File: src/rtl/riscv_defines.sv
// Shared tag-ALU definitions: mode encodings, mode width and the tag scheduler FSM states.
// Modes outside the four named encodings are decoded as OLD by riscv_alu_tag.
package riscv_defines;

    localparam int ALU_MODE_WIDTH = 3;

    localparam logic [ALU_MODE_WIDTH-1:0] ALU_MODE_OLD   = 3'd0;
    localparam logic [ALU_MODE_WIDTH-1:0] ALU_MODE_AND   = 3'd1;
    localparam logic [ALU_MODE_WIDTH-1:0] ALU_MODE_OR    = 3'd2;
    localparam logic [ALU_MODE_WIDTH-1:0] ALU_MODE_CLEAR = 3'd3;

    typedef enum logic {
        SCHED_IDLE = 1'b0,
        SCHED_RESP = 1'b1
    } tag_sched_state_e;

endpackage

File: src/rtl/riscv_alu_tag.sv
// Combinational tag ALU: AND/OR/CLEAR write a new tag, OLD (and any unknown mode) keeps the old one.
// Zero latency, no flow control.
module riscv_alu_tag
    import riscv_defines::*;
(
    input  logic [ALU_MODE_WIDTH-1:0] mode,
    input  logic [31:0]               a,
    input  logic [31:0]               b,
    output logic [31:0]               result,
    output logic                      we
);

    always_comb begin
        result = '0;
        we     = 1'b0;
        case (mode)
            ALU_MODE_AND: begin
                result = a & b;
                we     = 1'b1;
            end
            ALU_MODE_OR: begin
                result = a | b;
                we     = 1'b1;
            end
            ALU_MODE_CLEAR: begin
                result = '0;
                we     = 1'b1;
            end
            default: begin
                result = '0;
                we     = 1'b0;
            end
        endcase
    end

endmodule

File: src/rtl/riscv_tag_alu_sched.sv
// Round-robin share of one tag ALU between EX (lane 0) and LSU (lane 1); response registered 1 cycle after accept.
// A held response blocks new grants until it handshakes; optional grant counters under TAG_SCHED_PERF_CNT_EN.
module riscv_tag_alu_sched
    import riscv_defines::*;
#(
    parameter int CNT_WIDTH = 16
) (
    input  logic                           clk,
    input  logic                           rst_n,
    input  logic [1:0]                     req_valid_i,
    output logic [1:0]                     req_ready_o,
    input  logic [1:0][ALU_MODE_WIDTH-1:0] req_mode_i,
    input  logic [1:0][31:0]               req_a_i,
    input  logic [1:0][31:0]               req_b_i,
    output logic [1:0]                     rsp_valid_o,
    input  logic [1:0]                     rsp_ready_i,
    output logic [31:0]                    rsp_result_o,
    output logic                           rsp_we_o
`ifdef TAG_SCHED_PERF_CNT_EN
    ,
    output logic [1:0][CNT_WIDTH-1:0]      grant_cnt_o
`endif
);

    tag_sched_state_e state;
    logic             gnt_idx;
    logic             last_gnt;
    logic             win;
    logic             grant_en;
    logic             rsp_hs;
    logic [31:0]      alu_result;
    logic             alu_we;

    // Only the granted lane's ready counts; a ready on the idle lane is ignored.
    always_comb begin
        rsp_hs      = (state == SCHED_RESP) && rsp_valid_o[gnt_idx] && rsp_ready_i[gnt_idx];
        win         = (&req_valid_i) ? ~last_gnt : req_valid_i[1];
        grant_en    = ((state == SCHED_IDLE) || rsp_hs) && (|req_valid_i);
        req_ready_o = 2'b00;
        if (grant_en) begin
            req_ready_o = win ? 2'b10 : 2'b01;
        end
    end

    riscv_alu_tag u_alu_tag (
        .mode   (req_mode_i[win]),
        .a      (req_a_i[win]),
        .b      (req_b_i[win]),
        .result (alu_result),
        .we     (alu_we)
    );

    always_ff @(posedge clk or negedge rst_n) begin
        if (!rst_n) begin
            state        <= SCHED_IDLE;
            gnt_idx      <= 1'b0;
            last_gnt     <= 1'b1;
            rsp_valid_o  <= 2'b00;
            rsp_result_o <= '0;
            rsp_we_o     <= 1'b0;
        end else if (grant_en) begin
            state        <= SCHED_RESP;
            gnt_idx      <= win;
            last_gnt     <= win;
            rsp_valid_o  <= win ? 2'b10 : 2'b01;
            rsp_result_o <= alu_result;
            rsp_we_o     <= alu_we;
        end else if (rsp_hs) begin
            state       <= SCHED_IDLE;
            rsp_valid_o <= 2'b00;
        end
    end

`ifdef TAG_SCHED_PERF_CNT_EN
    always_ff @(posedge clk or negedge rst_n) begin
        if (!rst_n) begin
            grant_cnt_o <= '0;
        end else begin
            for (int i = 0; i < 2; i++) begin
                if (req_ready_o[i] && (grant_cnt_o[i] != {CNT_WIDTH{1'b1}})) begin
                    grant_cnt_o[i] <= grant_cnt_o[i] + CNT_WIDTH'(1);
                end
            end
        end
    end
`else
    // Counter width only matters when the grant counters are built in.
    if (CNT_WIDTH < 1) begin : g_cnt_width_unused
    end
`endif

endmodule

File: config.mk
export PLATFORM = sky130hd
export DESIGN_NAME = riscv_tag_alu_sched
export DESIGN_NICKNAME = d
export VERILOG_FILES = /design/src/rtl/riscv_defines.sv /design/src/rtl/riscv_alu_tag.sv /design/src/rtl/riscv_tag_alu_sched.sv
export SDC_FILE = /design/constraint.sdc
export NUM_CORES = 1
export LEC_CHECK = 0
export CORE_ASPECT_RATIO = 0.8
export CORE_MARGIN = 1
export CORE_UTILIZATION = 33
export DETAILED_ROUTE_END_ITERATION = 6
export PLACE_DENSITY = 0.77
export SLEW_MARGIN = 20
export SYNTH_ARGS = -nofsm -noshare
export SYNTH_HDL_FRONTEND = slang
export SYNTH_SLANG_ARGS = --single-unit
File: constraint.sdc
create_clock -name clk -period 1.71 [get_ports clk]
set_clock_uncertainty 0.2 [all_clocks]
set_input_delay 0.342 -clock clk [delete_from_list [all_inputs] [get_ports clk]]
set_output_delay 0.342 -clock clk [all_outputs]
set_load 0.02 [all_outputs]
==> impl_table.tex, run 1 <==
\begin{tabular}{lr}
\hline
Metric & Value \\
\hline
\multicolumn{2}{l}{\textbf{Placement}} \\
Number of placed instances, taps included & 643 \\
Pre-CTS setup slack & -744 ps \\
Weighted congestion reported at the end of routability-driven placement & 0.968 \\
Port bufs & 176 \\
Half-perimeter wire length of the detailed placement result & 8050 um \\
\multicolumn{2}{l}{\textbf{Pwr}} \\
Worst supply voltage drop on vdd & 0.674 mV \\
Leakage power of the design & 2.23 nW \\
Power density relative to cell area & 1100 nW/um\^{}2 \\
Power Total & 6.02 mW \\
\multicolumn{2}{l}{\textbf{Timing}} \\
Final sum of negative setup slack & -6450 ps \\
Transition time of the tightest slew-check pin & about 420 ps \\
Headroom to the max-slew limit & 71.6\% \\
Fmax & 0.514 GHz \\
Portion of the clock cycle consumed by the worst path in the final layout & 114\% \\
Number of hold-slack violations in the final timing report & 0 \\
Number of pins with negative max-slew slack in the final report & 0 \\
Setup violations, final & 37 \\
Setup ws final & -234 ps \\
RSZ-0062 raised after global routing & true \\
Post-route minimum period & 1940 ps \\
\multicolumn{2}{l}{\textbf{Yosys}} \\
Warnings, synthesis & 0 \\
Primary flip-flop cell chosen by synthesis mapping & sky130\_fd\_sc\_hd\_\_dfrtp\_1 \\
Number of synthesized flops with an enable pin & 0 \\
Synth cell types & 24 \\
Sequential-to-total area share from yosys stat & 34.9\% \\
Fraction of registers with async set/reset & 100\% \\
Syn\_nets & around 500 \\
Mapped cell area & between 2000 and 3000 um\^{}2 \\
Synthesized netlist cell count & 352 \\
Average size of a mapped cell & about 7.8 um\^{}2 \\
Number of synthesized register bits & 38 \\
\multicolumn{2}{l}{\textbf{Layout}} \\
Finished Layout Cells & 676 \\
Number of filler cells placed in the layout & 626 \\
Share of layout cells above drive strength 1 & 21.5\% \\
Post-synthesis to final-layout area growth & 101\% \\
Number of diodes & 0 \\
Most common library cell in the layout ignoring fill and taps & sky130\_fd\_sc\_hd\_\_clkdlybuf4s50\_1 \\
Highest-count cells in the layout ignoring fill and taps & 134 x sky130\_fd\_sc\_hd\_\_clkdlybuf4s50\_1, 64 x sky130\_fd\_sc\_hd\_\_a31oi\_1, 61 x sky130\_fd\_sc\_hd\_\_nor2\_1 \\
Final standard cell utilization of the core & roughly 70\% \\
Layout Nets & 707 \\
\multicolumn{2}{l}{\textbf{CTS}} \\
Number of buffers inserted during clock tree synthesis & 5 \\
Deepest clock path buffer count & 2 \\
Count of H-tree levels built during CTS & 2 \\
Buffer type at the clock tree root & sky130\_fd\_sc\_hd\_\_clkbuf\_8 \\
Clock latency on the worst-skew pair & 290 ps \\
Clock-pin slew on the worst setup and hold paths & 80 ps \\
CTS tree & done \\
Num Clock Sinks & 38 \\
\multicolumn{2}{l}{\textbf{Outcome}} \\
Result of the run & finished, violations left \\
Failing checks & setup timing \\
\multicolumn{2}{l}{\textbf{Floorplan}} \\
Initial core utilization & around 34\% \\
Row Count & 29 \\
Die Span Y & 83.4 um \\
I/O pin count & $\sim$180 \\
Chip Width & 104 um \\
Die outline area & 8650 um\^{}2 \\
Total core area & between 7000 and 8000 um\^{}2 \\
\multicolumn{2}{l}{\textbf{GRT}} \\
Overall Global Routing Usage & 27.1\% \\
Maximum number of pins on one net before global-route repair & 37 \\
Initial antenna violation count & 0 \\
Global route overflow & 0 \\
Global-route wire length before repair & $\sim$19000 um \\
Via count of the first global-routing pass & about 3.6k \\
\multicolumn{2}{l}{\textbf{Detailed routing}} \\
Number of nets with antenna violations after detailed routing & 0 \\
DR pass1 iterations & 4 \\
Routed via count & 3811 \\
Routed WL per cell & 19.2 um \\
DRC marker count from the first detailed-route iteration & 166 \\
DR DRC count & 0 \\
Detailed-route wire length & 13000 um \\
Via density per instance & roughly 5.6 \\
\multicolumn{2}{l}{\textbf{Job}} \\
Max-cap violations & 0 \\
\multicolumn{2}{l}{\textbf{Worst setup path}} \\
Maximum fanout along the worst path & 3 \\
Critical path start-end classification & reg2out \\
Critical-path cell list & nand3b\_1 -> nand3\_2 -> o21ai\_4 -> nor2\_4 -> buf\_6 \\
Type of origin of the critical path & flip-flop \\
Endpoint class of the critical path & output port \\
Worst endpoint data arrival time & 1400 ps \\
Slowest cell delay on critical path & 400 ps \\
Critical-path cell with the highest stage delay & sky130\_fd\_sc\_hd\_\_dfrtp\_1 \\
Required time at the worst-slack endpoint & approximately 1200 ps \\
\multicolumn{2}{l}{\textbf{Hold path}} \\
Worst Hold Class & in2async \\
\hline
\end{tabular}
==> registers in the layout, indices dropped and copies added, names as in the netlist <==
name and count:
rsp_result_o 32, rsp_valid_o 2, gnt_idx 1, last_gnt 1, rsp_we_o 1, state 1
==> layout make-up <==
class / count / area [um^2] / area share, %
Inverter: 32 / 120 / 2.19
Timing Repair Buffer: 237 / 2470 / 44.9
Multi-Input combinational cell: 253 / 1730 / 31.4
Tap cell: 108 / 135 / 2.46
Clock inverter: 1 / 5.00 / 0.0911
Clock buffer: 7 / 86.3 / 1.57
Sequential cell: 38 / 952 / 17.3
==> timing repair <==
item                                    CTS  global route
resized for setup                        75            34
cloned                                    5             6
pin swaps                                32            44
hold buffers                              1             0
endpoints found under the hold margin    38             0
endpoints found under the setup margin   70            37
setup buffers                            11             5
==> critical path, delay by kind of cell, from the launching register on <==
family	cells	cell delay, ps
DFF	1	400
AOI/OAI and AO/OA	1	90
and+or+nand+nor	3	500
buffers and inverters	1	120
==> power breakdown <==
part	switching [mW]	internal (mW)	total [mW]
Clock	0.329	0.326	0.655
Sequential	0.276	1.37	1.65
Combinational	1.92	1.80	3.72
Total	2.53	3.49	6.02
==> synth_stat cells, types with 2 or more instances <==
master	count	area (um^2)
sky130_fd_sc_hd__a32oi_1	32	280
sky130_fd_sc_hd__clkbuf_1	10	37.5
sky130_fd_sc_hd__buf_6	4	45.0
sky130_fd_sc_hd__nor2_1	71	267
sky130_fd_sc_hd__nand2b_1	2	12.5
sky130_fd_sc_hd__nor3_1	21	105
sky130_fd_sc_hd__a31oi_1	66	413
sky130_fd_sc_hd__nand3_1	2	10.0
sky130_fd_sc_hd__inv_1	32	120
sky130_fd_sc_hd__dfrtp_1	37	926
sky130_fd_sc_hd__buf_2	15	75.1
sky130_fd_sc_hd__a21o_1	3	22.5
sky130_fd_sc_hd__o21ai_0	33	165
sky130_fd_sc_hd__nor3_2	14	140
==> final timing paths <==
check / from / endpoint / slack (ps) / depth (start not counted)
setup / recovery: gnt_idx / req_ready_o[0] / -230 / 5
hold / removal: rst_n / rsp_result_o[4] / 190 / 2
setup reg to reg: last_gnt / rsp_result_o[15] / -210 / 7
hold reg to reg: gnt_idx / gnt_idx / 320 / 1
max in group asynchronous: rst_n / rsp_result_o[29] / 690 / 3
min in group clk: gnt_idx / gnt_idx / 320 / 1
==> layer usage <==
metal  share of wire, %  routed length, um  track usage [%]
met3                7.3                949             5.02
met2                 49               6290             46.1
met1                 43               5530             35.0
met5                  0                  0                0
met4                1.5                196             7.92
==> per-stage QoR <==
stage | hold slack [ps] | area, um^2
4_1_cts | 197 | 5210
2_1_floorplan | -154 | 2730
5_1_grt | 228 | 5500
6_report | 195 | 5500
3_3_place_gp | -30.1 | 4850
3_5_place_dp | -25.1 | 4850
==> kinds of logic after synthesis <==
logic type	synth area share [%]
compound gates	33.8
flops	34.9
simple gates	21.2
buf+inv	10.2
(Power assumes the default switching activity.)
==> run 2: changes to the inputs <==
RECOVER_POWER = 50   (was not set)
==> impl_table.tex, run 2 (synthesis gave the netlist of run 1 again) <==
\begin{tabular}{lr}
\hline
Metric & Value \\
\hline
\multicolumn{2}{l}{\textbf{Outcome}} \\
Result of the run & finished, violations left \\
Failing checks & setup timing \\
\multicolumn{2}{l}{\textbf{Timing}} \\
Setup ws final & -235 ps \\
Post-route minimum period & 1940 ps \\
Headroom to the max-slew limit & 66.1\% \\
Transition time of the tightest slew-check pin & 509 ps \\
RSZ-0062 raised after global routing & true \\
Portion of the clock cycle consumed by the worst path in the final layout & 114\% \\
Final Hold Slack & 215 ps \\
Setup violations, final & 37 \\
Fmax & approximately 0.51 GHz \\
Number of hold-slack violations in the final timing report & 0 \\
Number of pins with negative max-slew slack in the final report & 0 \\
\multicolumn{2}{l}{\textbf{Floorplan}} \\
Chip Width & 104 um \\
Die outline area & between 8000 and 9000 um\^{}2 \\
Total core area & 7980 um\^{}2 \\
Die Span Y & about 83 um \\
Initial core utilization & 34.2\% \\
Row Count & 29 \\
I/O pin count & 177 \\
\multicolumn{2}{l}{\textbf{Placement}} \\
Half-perimeter wire length of the detailed placement result & between 8000 and 9000 um \\
Port bufs & approximately 180 \\
Placed instance area & 4850 um\^{}2 \\
Number of placed instances, taps included & 643 \\
Weighted congestion reported at the end of routability-driven placement & 0.968 \\
Pre-CTS setup slack & -744 ps \\
\multicolumn{2}{l}{\textbf{Detailed routing}} \\
Via density per instance & 5.64 \\
Routed WL per cell & 19.1 um \\
Number of nets with antenna violations after detailed routing & 0 \\
Routed via count & 3812 \\
DRC marker count from the first detailed-route iteration & 181 \\
DR pass1 iterations & 4 \\
DR DRC count & 0 \\
Detailed-route wire length & 12900 um \\
\multicolumn{2}{l}{\textbf{Pwr}} \\
Power density relative to cell area & 1100 nW/um\^{}2 \\
Combinational group share of total power & 61.7\% \\
Net switching power figure & between 2 and 3 mW \\
Clk network pwr share & 10.9\% \\
Leakage power of the design & 2.22 nW \\
Power Total & between 6 and 7 mW \\
Switching share of total power & 41.9\% \\
Relative contribution of sequential cells to total power & 27.5\% \\
Cell Int Power & 3.49 mW \\
Worst supply voltage drop on vdd & between 0.6 and 0.7 mV \\
\multicolumn{2}{l}{\textbf{Layout}} \\
Number of diodes & 0 \\
Highest-count cells in the layout ignoring fill and taps & 134 x sky130\_fd\_sc\_hd\_\_clkdlybuf4s50\_1, 64 x sky130\_fd\_sc\_hd\_\_a31oi\_1, 61 x sky130\_fd\_sc\_hd\_\_nor2\_1 \\
Final instance area & 5480 um\^{}2 \\
Largest reg by FF count & rsp\_result\_o \\
Biggest regs & rsp\_result\_o (32), rsp\_valid\_o (2) \\
Most common library cell in the layout ignoring fill and taps & sky130\_fd\_sc\_hd\_\_clkdlybuf4s50\_1 \\
Post-synthesis to final-layout area growth & 101\% \\
Share of layout cells above drive strength 1 & 21.3\% \\
Finished Layout Cells & roughly 680 \\
Number of flip-flops in the largest register & 32 \\
Layout Nets & 707 \\
\multicolumn{2}{l}{\textbf{Worst setup path}} \\
Top Family by Delay on Critical Path & simple AND/OR/NAND/NOR gates \\
CP Buf/Inv Count & 1 \\
Critical-path cell list & nand3b\_1 -> nand3\_2 -> o21ai\_4 -> nor2\_4 -> buf\_6 \\
Type of origin of the critical path & flip-flop \\
Launch point of the worst reg-to-reg path & gnt\_idx \\
Required time at the worst-slack endpoint & 1170 ps \\
Number of cells traversed by the worst register-to-register path & 7 \\
Critical path start-end classification & reg2out \\
Critical-path cell with the highest stage delay & sky130\_fd\_sc\_hd\_\_dfrtp\_1 \\
Maximum fanout along the worst path & 3 \\
Critical R2R Capture & rsp\_result\_o[14] \\
Worst setup slack for register-to-register paths & -200 ps \\
Slowest cell delay on critical path & around 400 ps \\
Worst endpoint data arrival time & 1400 ps \\
Endpoint class of the critical path & output port \\
\multicolumn{2}{l}{\textbf{CTS}} \\
Num Clock Sinks & 38 \\
CTS tree & done \\
Clock-pin slew on the worst setup and hold paths & 80 ps \\
Clock latency on the worst-skew pair & 290 ps \\
Buffer type at the clock tree root & sky130\_fd\_sc\_hd\_\_clkbuf\_8 \\
Number of buffers inserted during clock tree synthesis & 5 \\
Deepest clock path buffer count & 2 \\
Count of H-tree levels built during CTS & 2 \\
\multicolumn{2}{l}{\textbf{GRT}} \\
Initial antenna violation count & 0 \\
Via count of the first global-routing pass & 3599 \\
Global-route wire length before repair & 18700 um \\
Overall Global Routing Usage & a little over a quarter \\
Global route overflow & 0 \\
Maximum number of pins on one net before global-route repair & 37 \\
\multicolumn{2}{l}{\textbf{Hold path}} \\
Worst Hold Class & in2async \\
\multicolumn{2}{l}{\textbf{Job}} \\
Max-cap violations & 0 \\
\hline
\end{tabular}
run 2: cell count changes in the layout (fill, tap and decap cells not counted):
cell,change
sky130_fd_sc_hd__clkbuf_4,+1
sky130_fd_sc_hd__clkbuf_1,+1
sky130_fd_sc_hd__buf_12,-1
sky130_fd_sc_hd__buf_2,-1
run 2: area by class of cell:
cell class                 instances  area (um^2)
fill                             627         2500
timing repair buffer             237         2450
multi-input combinational        253         1730
sequential                        38          952
tap                              108          135
inverter                          32          120
clock buffer                       7         86.3
clock inverter                     1         5.00
run 2: repair_timing:
| item | in CTS | in global routing |
|---|---|---|
| pin swaps | 32 | 44 |
| hold endpoints to repair | 38 | 0 |
| hold buffers | 1 | 0 |
| buffers inserted | 11 | 5 |
| setup endpoints to repair | 70 | 37 |
| resized for setup | 75 | 34 |
| gates cloned | 5 | 6 |
run 2: worst max path at each step:
| stage | to | startpoint | slack, ps | cells after the start |
|---|---|---|---|---|
| 4_1_cts | rsp_result_o[12] | last_gnt | -240 | 7 |
| 6_report | req_ready_o[0] | gnt_idx | -230 | 5 |
| 3_5_place_dp | req_ready_o[1] | req_valid_i[1] | -740 | 4 |
| 5_1_grt | req_ready_o[0] | gnt_idx | -300 | 5 |
| 2_1_floorplan | req_ready_o[0] | rsp_valid_o[1] | 1 | 4 |
| 3_3_place_gp | req_ready_o[1] | req_valid_i[1] | -690 | 4 |
run 2: stage by stage:
step | setup TNS [ps] | util [%]
after global placement | -19040 | 60.8
after floorplan | 0 | -
after detailed placement | -21090 | 60.8
after CTS | -7060 | 65.3
after global routing | -9050 | 68.7
final | -6310 | 68.7
run 2: worst reg2reg max path: stages (launching register included):
cell                       delay [ps]
sky130_fd_sc_hd__dfrtp_1          400
sky130_fd_sc_hd__nand3b_1         250
sky130_fd_sc_hd__buf_4            190
sky130_fd_sc_hd__a31oi_4          250
sky130_fd_sc_hd__buf_6            190
sky130_fd_sc_hd__buf_12           140
sky130_fd_sc_hd__nor2_1            50
sky130_fd_sc_hd__a31oi_1          150
run 2: power groups by stage:
stage / clock, mW / combinational [mW] / sequential [mW]
2_1_floorplan: 0 / 0.981 / 2.15
3_3_place_gp: 0 / 3.21 / 1.63
3_5_place_dp: 0 / 3.26 / 1.64
4_1_cts: 0.667 / 3.35 / 1.62
5_1_grt: 0.709 / 3.93 / 1.71
6_report: 0.654 / 3.71 / 1.65
run 2: layer usage:
metal	vias up	track usage (%)	share of wire, %
li1	1757	-	-
met1	1814	35.0	43
met5	-	0	0
met3	24	5.02	7.7
met2	217	46.1	48
met4	0	7.92	1.5
==> run 3: changes to the inputs <==
CORE_UTILIZATION = 37   (was 33)
PLACE_DENSITY = 0.78   (was 0.77)
SYNTH_HIERARCHICAL = 1   (was not set)
==> impl_table.tex, run 3 <==
\begin{tabular}{lr}
\hline
Metric & Value \\
\hline
\multicolumn{2}{l}{\textbf{Outcome}} \\
Result of the run & finished, violations left \\
Failing checks & setup timing \\
\multicolumn{2}{l}{\textbf{GRT}} \\
Initial antenna violation count & 0 \\
Overall Global Routing Usage & 22.7\% \\
Global route overflow & 0 \\
Global-route wire length before repair & approximately 18000 um \\
Maximum number of pins on one net before global-route repair & 55 \\
Via count of the first global-routing pass & $\sim$3.6k \\
\multicolumn{2}{l}{\textbf{CTS}} \\
Deepest clock path buffer count & 2 \\
Num Clock Sinks & 38 \\
CTS tree & done \\
Buffer type at the clock tree root & sky130\_fd\_sc\_hd\_\_clkbuf\_16 \\
Count of H-tree levels built during CTS & 2 \\
Clock-pin slew on the worst setup and hold paths & 60 ps \\
Clock latency on the worst-skew pair & approximately 280 ps \\
Number of buffers inserted during clock tree synthesis & 5 \\
\multicolumn{2}{l}{\textbf{Yosys}} \\
Sequential-to-total area share from yosys stat & 27.4\% \\
Cell type contributing the most total cell area after synthesis & sky130\_fd\_sc\_hd\_\_mux2\_2 \\
Cell with the most instances after synthesis & sky130\_fd\_sc\_hd\_\_mux2\_2 \\
Warnings, synthesis & 6 \\
Leading cell types by total area after synthesis & sky130\_fd\_sc\_hd\_\_mux2\_2 31\%, sky130\_fd\_sc\_hd\_\_dfrtp\_1 27\%, sky130\_fd\_sc\_hd\_\_nand3b\_1 14\%, sky130\_fd\_sc\_hd\_\_nand4b\_1 8.1\%, sky130\_fd\_sc\_hd\_\_a31oi\_1 6.1\% \\
Synth cell types & 24 \\
Syn\_nets & 468 \\
Fraction of registers with async set/reset & 100\% \\
Mapped cell area & 3480 um\^{}2 \\
Number of synthesized register bits & 38 \\
Average size of a mapped cell & between 10 and 15 um\^{}2 \\
Most frequent cells after synthesis & 97 x sky130\_fd\_sc\_hd\_\_mux2\_2, 64 x sky130\_fd\_sc\_hd\_\_nand3b\_1, 37 x sky130\_fd\_sc\_hd\_\_dfrtp\_1 \\
Portion of synthesized cell area occupied by the leading cell type & about a third \\
Primary flip-flop cell chosen by synthesis mapping & sky130\_fd\_sc\_hd\_\_dfrtp\_1 \\
Synthesized netlist cell count & 328 \\
Number of synthesized flops with an enable pin & 0 \\
\multicolumn{2}{l}{\textbf{Layout}} \\
Highest-count cells in the layout ignoring fill and taps & 135 x sky130\_fd\_sc\_hd\_\_clkdlybuf4s50\_1, 77 x sky130\_fd\_sc\_hd\_\_mux2\_2, 64 x sky130\_fd\_sc\_hd\_\_nand3b\_1 \\
Post-synthesis to final-layout area growth & 70.6\% \\
Finished Layout Cells & roughly 630 \\
Most common library cell in the layout ignoring fill and taps & sky130\_fd\_sc\_hd\_\_clkdlybuf4s50\_1 \\
Layout Nets & 652 \\
Number of filler cells placed in the layout & 747 \\
Biggest regs & rsp\_result\_o (32), rsp\_valid\_o (2) \\
Number of flip-flops in the largest register & 32 \\
Number of diodes & 0 \\
Share of layout cells above drive strength 1 & 31.2\% \\
Largest reg by FF count & rsp\_result\_o \\
\multicolumn{2}{l}{\textbf{Detailed routing}} \\
Via density per instance & 5.56 \\
Detailed-route wire length & 11800 um \\
Routed via count & $\sim$3.5k \\
Routed WL per cell & about 19 um \\
DRC marker count from the first detailed-route iteration & 138 \\
Number of nets with antenna violations after detailed routing & 0 \\
DR pass1 iterations & 4 \\
DR DRC count & 0 \\
\multicolumn{2}{l}{\textbf{Worst setup path}} \\
Endpoint class of the critical path & flip-flop \\
Critical path start-end classification & reg2reg \\
Maximum fanout along the worst path & 13 \\
Type of origin of the critical path & flip-flop \\
Worst endpoint data arrival time & 2170 ps \\
Required time at the worst-slack endpoint & 1670 ps \\
\multicolumn{2}{l}{\textbf{Placement}} \\
Port bufs & 176 \\
Half-perimeter wire length of the detailed placement result & $\sim$7600 um \\
Weighted congestion reported at the end of routability-driven placement & 0.863 \\
Number of placed instances, taps included & 609 \\
\multicolumn{2}{l}{\textbf{Floorplan}} \\
Total core area & 9080 um\^{}2 \\
Row Count & 31 \\
Chip Width & 110 um \\
Die Span Y & 88.7 um \\
Die outline area & $\sim$10000 um\^{}2 \\
Initial core utilization & 38.3\% \\
I/O pin count & 177 \\
\multicolumn{2}{l}{\textbf{Timing}} \\
Post-route minimum period & 2210 ps \\
Number of pins with negative max-slew slack in the final report & 0 \\
Final sum of negative setup slack & -15710 ps \\
Transition time of the tightest slew-check pin & 908 ps \\
Number of hold-slack violations in the final timing report & 0 \\
Setup ws final & -495 ps \\
RSZ-0062 raised after global routing & true \\
Headroom to the max-slew limit & approximately two fifths \\
Setup violations, final & 35 \\
Portion of the clock cycle consumed by the worst path in the final layout & 129\% \\
Fmax & 0.453 GHz \\
\multicolumn{2}{l}{\textbf{Pwr}} \\
Worst supply voltage drop on vdd & 0.743 mV \\
Power density relative to cell area & approximately 1000 nW/um\^{}2 \\
Leakage power of the design & 2.42 nW \\
\multicolumn{2}{l}{\textbf{Hold path}} \\
Worst Hold Class & reg2reg \\
\multicolumn{2}{l}{\textbf{Job}} \\
Max-cap violations & 0 \\
\hline
\end{tabular}
## run 3: cell count changes after synthesis, moves of 19 or more
| cell | delta |
|---|---|
| sky130_fd_sc_hd__o21ai_0 | -33 |
| sky130_fd_sc_hd__nor2_1 | -67 |
| sky130_fd_sc_hd__mux2_2 | +97 |
| sky130_fd_sc_hd__nand3b_1 | +63 |
| sky130_fd_sc_hd__nor3_1 | -19 |
| sky130_fd_sc_hd__a31oi_1 | -32 |
| sky130_fd_sc_hd__a32oi_1 | -32 |
| sky130_fd_sc_hd__inv_1 | -27 |
| sky130_fd_sc_hd__nand4b_1 | +32 |
## run 3: critical path, cell delays in order (launching register included)
cell                       delay (ps)
sky130_fd_sc_hd__dfstp_2          560
sky130_fd_sc_hd__nand2_4           90
sky130_fd_sc_hd__nand2_8          130
sky130_fd_sc_hd__mux2_4           360
sky130_fd_sc_hd__buf_12           150
sky130_fd_sc_hd__buf_16           140
sky130_fd_sc_hd__nand3b_1          80
sky130_fd_sc_hd__a31oi_1           90
sky130_fd_sc_hd__mux2_4           270
## run 3: what timing repair did
item | 4_1_cts | 5_1_grt
resized for setup | 70 | 13
setup buffers | 2 | 0
setup endpoints to repair | 72 | 37
pin swaps | 9 | 17
hold endpoints to repair | 13 | 0
hold buffers | 1 | 0
cloned | 4 | 5
## run 3: power breakdown
part	total (mW)	switching [mW]	internal, mW
clock	1.25	0.370	0.876
combinational	3.48	1.59	1.89
sequential	1.40	0.179	1.22
## run 3: metrics by stage
stage	setup slack (ps)	power, mW	util, %	area (um^2)	hold slack [ps]
after CTS	-473	5.99	64.0	5810	305
after floorplan	-469	3.36	-	3550	-154
after global placement	-783	4.63	60.0	5450	76.9
after detailed placement	-841	4.72	60.0	5450	74.6
final	-495	6.13	65.4	5930	301
after global routing	-553	6.44	65.4	5930	316
## run 3: worst paths after layout
path / startpoint / end / slack [ps] / depth (start not counted)
worst min-delay path: rsp_result_o[30] / rsp_result_o[30] / 300 / 1
min in group asynchronous: rst_n / rsp_result_o[26] / 510 / 2
max in group asynchronous: rst_n / rsp_result_o[2] / 80 / 3
worst max-delay path: last_gnt / rsp_result_o[5] / -500 / 8
worst min register to register: rsp_result_o[30] / rsp_result_o[30] / 300 / 1
worst max register to register: last_gnt / rsp_result_o[5] / -500 / 8
## run 3: cell type report
cell class | count | area, um^2 | share of cell area (%)
Timing Repair Buffer | 212 | 2230 | 37.6
Sequential cell | 38 | 955 | 16.1
Clock inverter | 2 | 60.1 | 1.01
Clock buffer | 6 | 139 | 2.34
Inverter | 5 | 18.8 | 0.316
Tap cell | 115 | 144 | 2.42
Multi-Input combinational cell | 250 | 2390 | 40.2
## run 3: per-layer routing
| layer | routed length [um] | GRT usage, % | vias up | part of all wire (%) |
|---|---|---|---|---|
| li1 | - | - | 1635 | - |
| met1 | 4850 | 26.0 | 1711 | 41 |
| met2 | 6020 | 42.9 | 140 | 51 |
| met4 | 87 | 4.73 | 0 | 0.74 |
| met5 | 0 | 0 | - | 0 |
| met3 | 818 | 6.23 | 7 | 6.9 |
## run 3: logic make-up after synthesis
| family | synth area share (%) |
|---|---|
| flip-flops | 27.4 |
| AND/OR/NAND/NOR | 24.3 |
| AO/OA/AOI/OAI | 7.52 |
| buffers and inverters | 8.42 |
| multiplexers | 32.4 |
